<file path="config.mk">
export PLATFORM = sky130hd
export DESIGN_NAME = softmax_exp_sched
export DESIGN_NICKNAME = d
export VERILOG_FILES = /design/src/rtl/softmax_exp_sched_pkg.sv /design/src/rtl/softmax_exp_sched_exp.sv /design/src/rtl/softmax_exp_sched.sv
export SDC_FILE = /design/constraint.sdc
export NUM_CORES = 1
export LEC_CHECK = 0
export BUFFER_PORTS_ARGS = -buffer_cell sky130_fd_sc_hd__buf_2
export CAP_MARGIN = 20
export CORE_UTILIZATION = 35
export CTS_CLUSTER_SIZE = 16
export DETAILED_ROUTE_END_ITERATION = 12
export PLACE_DENSITY_LB_ADDON = 0.2
export SLEW_MARGIN = 20
export SYNTH_ARGS = -nofsm -noshare
export SYNTH_HDL_FRONTEND = slang
export SYNTH_SLANG_ARGS = --single-unit
</file>
<file path="constraint.sdc">
create_clock -name clk -period 7.8 [get_ports clk]
set_input_delay 1.56 -clock clk [delete_from_list [all_inputs] [get_ports clk]]
set_output_delay 1.56 -clock clk [all_outputs]
set_load 0.05 [all_outputs]
</file>
<file path="src/rtl/softmax_exp_sched_pkg.sv">
// Shared types, widths and number-format helpers for the softmax exp scheduler.
package softmax_pkg;

    typedef enum logic [2:0] {
        IDLE  = 3'd0,
        LOAD  = 3'd1,
        ISSUE = 3'd2,
        DRAIN = 3'd3,
        SUM   = 3'd4
    } state_t;

    // Score format: sign-magnitude, [16] sign, [15:12] integer, [11:0] fraction.
    localparam int X_W   = 17;
    // Exp word: {position[4:0], mantissa[15:0]}.
    localparam int EXP_W = 21;
    // Two's complement working width; holds differences down to -20.0.
    localparam int TC_W  = 18;
    // -10.0 in sign-magnitude: floor applied to max-subtracted scores.
    localparam logic [X_W-1:0] SAT_NEG = 17'h1A000;

    // Sign-magnitude to two's complement; -0 decodes to 0.
    function automatic logic signed [TC_W-1:0] sm_to_tc(input logic [X_W-1:0] x);
        logic signed [TC_W-1:0] mag;
        mag = $signed({2'b00, x[15:0]});
        return x[16] ? -mag : mag;
    endfunction

    // Two's complement to sign-magnitude; magnitude clipped to 16 bits.
    function automatic logic [X_W-1:0] tc_to_sm(input logic signed [TC_W-1:0] v);
        logic signed [TC_W-1:0] mag;
        mag = v[TC_W-1] ? -v : v;
        if (mag[TC_W-1:16] != 2'b00) begin
            return {v[TC_W-1], 16'hFFFF};
        end
        return {v[TC_W-1], mag[15:0]};
    endfunction

    // Linearise an exp word: mantissa scaled by its position; tiny values vanish.
    function automatic logic [15:0] exp_lin(input logic [EXP_W-1:0] w);
        logic [4:0] pos;
        pos = w[20:16];
        if (pos <= 5'd16) begin
            return w[15:0] >> (5'd16 - pos);
        end
        return 16'd0;
    endfunction

endpackage

</file>
<file path="src/rtl/softmax_exp_sched_exp.sv">
// Approximate exp for non-positive arguments: exp(-m) = 2^-(n+f) ~ (1 - f/2) * 2^-n,
// where n+f = m*log2(e). Purely combinational.
module softmax_exp_sched_exp
    import softmax_pkg::*;
(
    input  logic [X_W-1:0]   i_x,
    output logic [EXP_W-1:0] o_word
);

    // log2(e) in Q1.15.
    localparam logic [15:0] LOG2E = 16'hB8AB;

    logic [31:0] w_prod;
    logic [15:0] w_t;
    logic [3:0]  w_n;
    logic [11:0] w_f;
    logic [15:0] w_mant;
    logic [4:0]  w_pos;
    logic        w_unused;

    // Magnitude (Q4.12) times log2(e) (Q1.15), truncated back to Q4.12.
    assign w_prod = 32'(i_x[15:0]) * 32'(LOG2E);
    assign w_t    = w_prod[30:15];
    assign w_n    = w_t[15:12];
    assign w_f    = w_t[11:0];

    // Mantissa is 1 - f/2 in Q1.15, always in (0.5, 1.0].
    assign w_mant = 16'h8000 - {2'b00, w_f, 2'b00};
    assign w_pos  = 5'd16 - {1'b0, w_n};
    assign o_word = {w_pos, w_mant};

    // Sign is known negative (or zero) and low product bits are truncated.
    assign w_unused = ^{i_x[16], w_prod[31], w_prod[14:0]};

endmodule

</file>
<file path="src/rtl/softmax_exp_sched.sv">
// Buffers one softmax vector, tracks its maximum, then streams max-subtracted
// scores through a shared exp unit and reports the linearised exp sum.
module softmax_exp_sched
    import softmax_pkg::*;
#(
    parameter int MAX_LEN = 16,
    parameter int SUM_W   = 17 + $clog2(MAX_LEN)
)(
    input  logic             clk,
    input  logic             rst_n,
    input  logic             in_valid,
    output logic             in_ready,
    input  logic [X_W-1:0]   in_data,
    input  logic             in_last,
    output logic             out_valid,
    input  logic             out_ready,
    output logic [EXP_W-1:0] out_data,
    output logic             out_last,
    output logic             sum_valid,
    output logic [SUM_W-1:0] sum_data,
    output logic             busy,
    output logic             err_len
);

    localparam int IDX_W = $clog2(MAX_LEN);
    localparam int CNT_W = IDX_W + 1;
    localparam logic [CNT_W-1:0] ONE       = CNT_W'(1);
    localparam logic [CNT_W-1:0] LAST_SLOT = CNT_W'(MAX_LEN - 1);
    localparam logic signed [TC_W-1:0] SAT_TC = sm_to_tc(SAT_NEG);

    // Clip a max-subtracted score into [-10.0, 0] and re-encode it.
    function automatic logic [X_W-1:0] sat_diff(input logic signed [TC_W-1:0] d);
        if (d < SAT_TC) begin
            return SAT_NEG;
        end
        if (!d[TC_W-1]) begin
            return '0;
        end
        return tc_to_sm(d);
    endfunction

    // Saturating accumulate of one linearised exp word.
    function automatic logic [SUM_W-1:0] sat_acc(input logic [SUM_W-1:0] a,
                                                 input logic [15:0]      b);
        logic [SUM_W:0] s;
        s = {1'b0, a} + {{(SUM_W-15){1'b0}}, b};
        return s[SUM_W] ? '1 : s[SUM_W-1:0];
    endfunction

    state_t                 r_state, w_next;
    logic [X_W-1:0]         r_buf [MAX_LEN];
    logic [CNT_W-1:0]       r_cnt, r_len, r_idx;
    logic signed [TC_W-1:0] r_max;
    logic [SUM_W-1:0]       r_acc, r_sum;
    logic                   r_err;

    logic [X_W-1:0]         r_d_p1;
    logic                   r_vld_p1, r_last_p1;
    logic [EXP_W-1:0]       r_word_p2;
    logic                   r_vld_p2, r_last_p2;

    logic signed [TC_W-1:0] w_score, w_diff;
    logic [EXP_W-1:0]       w_exp_word;
    logic [SUM_W-1:0]       w_acc_nxt;
    logic                   w_in_hs, w_adv, w_issue, w_issue_last, w_out_hs, w_ovf;

    assign w_score      = sm_to_tc(in_data);
    assign w_in_hs      = in_valid & in_ready;
    // A waiting output word freezes the whole issue pipe.
    assign w_adv        = ~(r_vld_p2 & ~out_ready);
    assign w_issue      = (r_state == ISSUE) & w_adv;
    assign w_issue_last = w_issue & (r_idx == r_len - ONE);
    assign w_out_hs     = r_vld_p2 & out_ready;
    assign w_ovf        = (r_state == LOAD) & w_in_hs & ~in_last & (r_cnt == LAST_SLOT);
    assign w_diff       = sm_to_tc(r_buf[r_idx[IDX_W-1:0]]) - r_max;
    assign w_acc_nxt    = sat_acc(r_acc, exp_lin(r_word_p2));

    assign in_ready  = (r_state == IDLE) | (r_state == LOAD);
    assign busy      = (r_state != IDLE);
    assign sum_valid = (r_state == SUM);
    assign out_valid = r_vld_p2;
    assign out_data  = r_word_p2;
    assign out_last  = r_last_p2;
    assign sum_data  = r_sum;
    assign err_len   = r_err;

    // Next-state decode for the vector sequencer.
    always_comb begin
        w_next = r_state;
        case (r_state)
            IDLE:    if (in_valid) w_next = in_last ? ISSUE : LOAD;
            LOAD:    if (in_valid && (in_last || r_cnt == LAST_SLOT)) w_next = ISSUE;
            ISSUE:   if (w_issue_last) w_next = DRAIN;
            DRAIN:   if (w_out_hs && r_last_p2) w_next = SUM;
            SUM:     w_next = IDLE;
            default: w_next = IDLE;
        endcase
    end

    // Sequencer state register.
    always_ff @(posedge clk or negedge rst_n) begin
        if (!rst_n) begin
            r_state <= IDLE;
        end else begin
            r_state <= w_next;
        end
    end

    // Load counter, running maximum, vector length, issue index and length error.
    always_ff @(posedge clk or negedge rst_n) begin
        if (!rst_n) begin
            r_cnt <= '0;
            r_len <= '0;
            r_idx <= '0;
            r_max <= '0;
            r_err <= 1'b0;
        end else begin
            case (r_state)
                IDLE: begin
                    r_idx <= '0;
                    if (w_in_hs) begin
                        r_cnt <= ONE;
                        r_len <= ONE;
                        r_max <= w_score;
                    end
                end
                LOAD: begin
                    if (w_in_hs) begin
                        r_cnt <= r_cnt + ONE;
                        if (w_score > r_max) r_max <= w_score;
                        if (in_last || r_cnt == LAST_SLOT) r_len <= r_cnt + ONE;
                        if (w_ovf) r_err <= 1'b1;
                    end
                end
                ISSUE: begin
                    if (w_issue) r_idx <= r_idx + ONE;
                end
                SUM: begin
                    r_cnt <= '0;
                    r_max <= '0;
                    r_idx <= '0;
                end
                default: ;
            endcase
        end
    end

    // Valid and last flags travelling with the S1/S2 data.
    always_ff @(posedge clk or negedge rst_n) begin
        if (!rst_n) begin
            r_vld_p1  <= 1'b0;
            r_last_p1 <= 1'b0;
            r_vld_p2  <= 1'b0;
            r_last_p2 <= 1'b0;
        end else if (w_adv) begin
            // S1: issued element enters
            r_vld_p1  <= w_issue;
            r_last_p1 <= w_issue_last;
            // S2: exp word presented downstream
            r_vld_p2  <= r_vld_p1;
            r_last_p2 <= r_last_p1;
        end
    end

    // Score buffer and pipeline data registers; contents qualified by the flags above.
    always_ff @(posedge clk) begin
        if (w_in_hs) r_buf[r_cnt[IDX_W-1:0]] <= in_data;
        // S1: max-subtracted, clipped, sign-magnitude
        if (w_issue) r_d_p1 <= sat_diff(w_diff);
        // S2: exp unit result
        if (w_adv) r_word_p2 <= w_exp_word;
    end

    // Exp sum accumulator and the per-vector sum presented downstream.
    always_ff @(posedge clk or negedge rst_n) begin
        if (!rst_n) begin
            r_acc <= '0;
            r_sum <= '0;
        end else if (w_out_hs) begin
            r_acc <= w_acc_nxt;
            if (r_last_p2) r_sum <= w_acc_nxt;
        end else if (r_state == SUM) begin
            r_acc <= '0;
        end
    end

    softmax_exp_sched_exp u_exp (
        .i_x    (r_d_p1),
        .o_word (w_exp_word)
    );

endmodule

</file>
==> impl_metrics.env <==
export IMPL_status="finished clean"
export IMPL_routed_wl_um=58000
export IMPL_post_route_period_util=0.907
export IMPL_multi_input_area_mm2=0.0118
export IMPL_antenna_found_initial=2
export IMPL_fillers=6505
export IMPL_wl_per_cell_um=19.2
export IMPL_std_cell_rows=96
export IMPL_synth_edf_count=307
export IMPL_synth_area_leaders="edfxtp_1 (38%), ha_1 (11%), dfrtp_1 (8.6%)"
export IMPL_max_slew_margin=0.263
export IMPL_timing_hold_violations_final=0
export IMPL_die_w_um=265
export IMPL_final_max_slew_violation_count=0
export IMPL_yosysWarnings=0
export IMPL_hold_path_class="reg2reg"
export IMPL_worst_pin_slew_ps=1100
export IMPL_ys_ff_latch=390
export IMPL_htree_levels=2
export IMPL_syn_area_mm2=0.0242
export IMPL_clk_latency_ps=600
export IMPL_syn_to_final_growth_pct=12.6
export IMPL_synth_seq_area_share=0.466
export IMPL_grt_usage=0.167
export IMPL_rsz0062_at_grt="no"
export IMPL_antenna_left=0
export IMPL_io_pins=70
export IMPL_num_nets_final=2358
export IMPL_startpoint_type="flop"
export IMPL_ctsHoldBuffers=0
export IMPL_path_clk_slew_ps=60
export IMPL_setup_tns_ps=0
export IMPL_required_ps=8140
export IMPL_initial_core_util=0.353
export IMPL_drive_gt1_frac=0.137
export IMPL_postCtsSetupRepairBufs=0
export IMPL_drc=0
export IMPL_clockBufferDepth=3
export IMPL_cts_root_buf="clkbuf_16"
export IMPL_synth_distinct_cells=80
export IMPL_core_area_mm2=0.0686
export IMPL_synth_main_ff_cell="edfxtp_1"
export IMPL_crit_path_max_fanout=7
export IMPL_setup_violations=0
export IMPL_cts_tree="built"
export IMPL_num_vias=15400
export IMPL_antennaDiodeCount=0
export IMPL_period_minus_slack_ps=7080
export IMPL_async_flop_share=0.213
export IMPL_grt_pass1_wl_um=91000
export IMPL_final_common_cell="edfxtp_1"
export IMPL_synth_top_area_share=0.381
export IMPL_crit_type="reg2reg"
export IMPL_drtIter0Drc=932
export IMPL_cts_made_buffers=45
export IMPL_cts_sinks=390
export IMPL_ctsResizeCount=0
export IMPL_grt_max_degree=67
export IMPL_portBuffers=67
export IMPL_dieArea_mm2=0.0703
export IMPL_syn_area_per_cell_um2=12.3
export IMPL_place_congestion=0.879
export IMPL_hpwl_um=41600
export IMPL_regArea_mm2=0.0113
export IMPL_yosys_area_top_type="edfxtp_1"
export IMPL_skew_ps=45.4
export IMPL_syn_inst=1972
export IMPL_via_per_inst=5.12
export IMPL_max_freq_ghz=0.141
export IMPL_grt_remaining_overflow=0
export IMPL_grt_pass1_vias=15700
export IMPL_cap_violations=0
export IMPL_die_y_um=265
export IMPL_final_cell_mix="edfxtp_1 (307), inv_1 (214), ha_1 (204)"
export IMPL_cp_end_kind="flop"
export IMPL_arrival_ps=7410
export IMPL_drtPass1Iterations=5
[critical path, stage by stage, from the launching register on]
cell and delay (ps):
edfxtp_1 520, ha_1 360, inv_1 60, fa_1 540
inv_1 60, fa_1 500, fa_1 520, fa_1 550
inv_1 60, fa_1 520, inv_1 40, ha_1 390
nand2_1 100, a21oi_1 130, a22oi_1 160, and3_1 260
a211oi_1 550, o311ai_0 300, or3_1 490, or3_1 390
a22oi_1 200, xor2_1 90
[state kept, by name (all words and copies together), names as in the netlist]
register and cells:
out_last 1, r_idx 5, r_buf 272, r_last_p1 1, r_d_p1 16, r_cnt 5, r_state 3, r_max 18
out_data 19, sum_data 21, r_acc 21, r_len 5, out_valid 1, r_vld_p1 1, err_len 1
[per-stage QoR]
step	instances	hold WS, ps	setup WS [ps]	util	instance area [µm²]
after CTS	3013	456	734	0.398	27300
final	3013	444	724	0.398	27300
after detailed placement	2933	441	723	0.374	25700
after floorplan	1973	414	1190	-	24200
after global routing	3013	485	324	0.398	27300
after global placement	2933	428	873	0.374	25700
[final timing paths]
check                               start      endpoint  slack, ps  depth (start not counted)
worst max-delay path            r_d_p1[3]  out_data[13]        720                         21
worst min-delay path             r_vld_p1     out_valid        440                          2
worst max register to register  r_d_p1[3]  out_data[13]        720                         21
worst min register to register   r_vld_p1     out_valid        440                          2
max in group asynchronous           rst_n      r_idx[0]       5640                          2
min in group asynchronous           rst_n     r_acc[10]        840                          1
[synthesized netlist by cell type (9+ instances only)]
cell type	n
edfxtp_1	307
inv_1	214
ha_1	204
nand2_1	114
nor2_1	106
o21ai_0	95
dfrtp_1	83
fa_1	83
mux4_2	80
a21oi_1	76
xnor2_1	71
clkbuf_1	45
xor2_1	37
nand3_1	36
mux2i_1	34
a21o_1	30
and2_1	27
or3_1	22
nand2b_1	20
nor3_1	19
and3_1	17
nor2b_1	17
a211oi_1	14
nand4_1	14
a31oi_1	13
o31ai_1	13
o21a_1	12
nor4_1	10
o21ai_1	9
[layout make-up]
cell class	count	share of cell area
well taps	931	0.0427
flip-flops and latches	390	0.414
inverters	216	0.0297
clock buffers	54	0.0451
multi-input cells	1301	0.434
repair buffers	95	0.0210
clock inverters	26	0.0133
[kinds of logic (layout without fill, tap and decap cells)]
kind of cell             Yosys count  in the layout  synth area share
XOR/XNOR                         109            109            0.0402
AO/OA/AOI/OAI                    348            348            0.0932
adder cells (fa/ha/maj)          287            287             0.174
AND/OR/NAND/NOR                  435            435            0.0887
flip-flops                       390            390             0.466
multiplexers                     120            120            0.0912
other                              1              2          0.000155
buffers and inverters            282            391            0.0463
[routing by layer]
metal,GRT usage,share of wire,vias up
li1,-,-,7366
met1,0.219,0.45,7678
met2,0.289,0.49,294
met3,0.0218,0.035,76
met4,0.0434,0.022,2
met5,0,0.00019,-
Power is not shown: default switching activity piles up to over one toggle a cycle in this logic, so the estimate is an artifact.
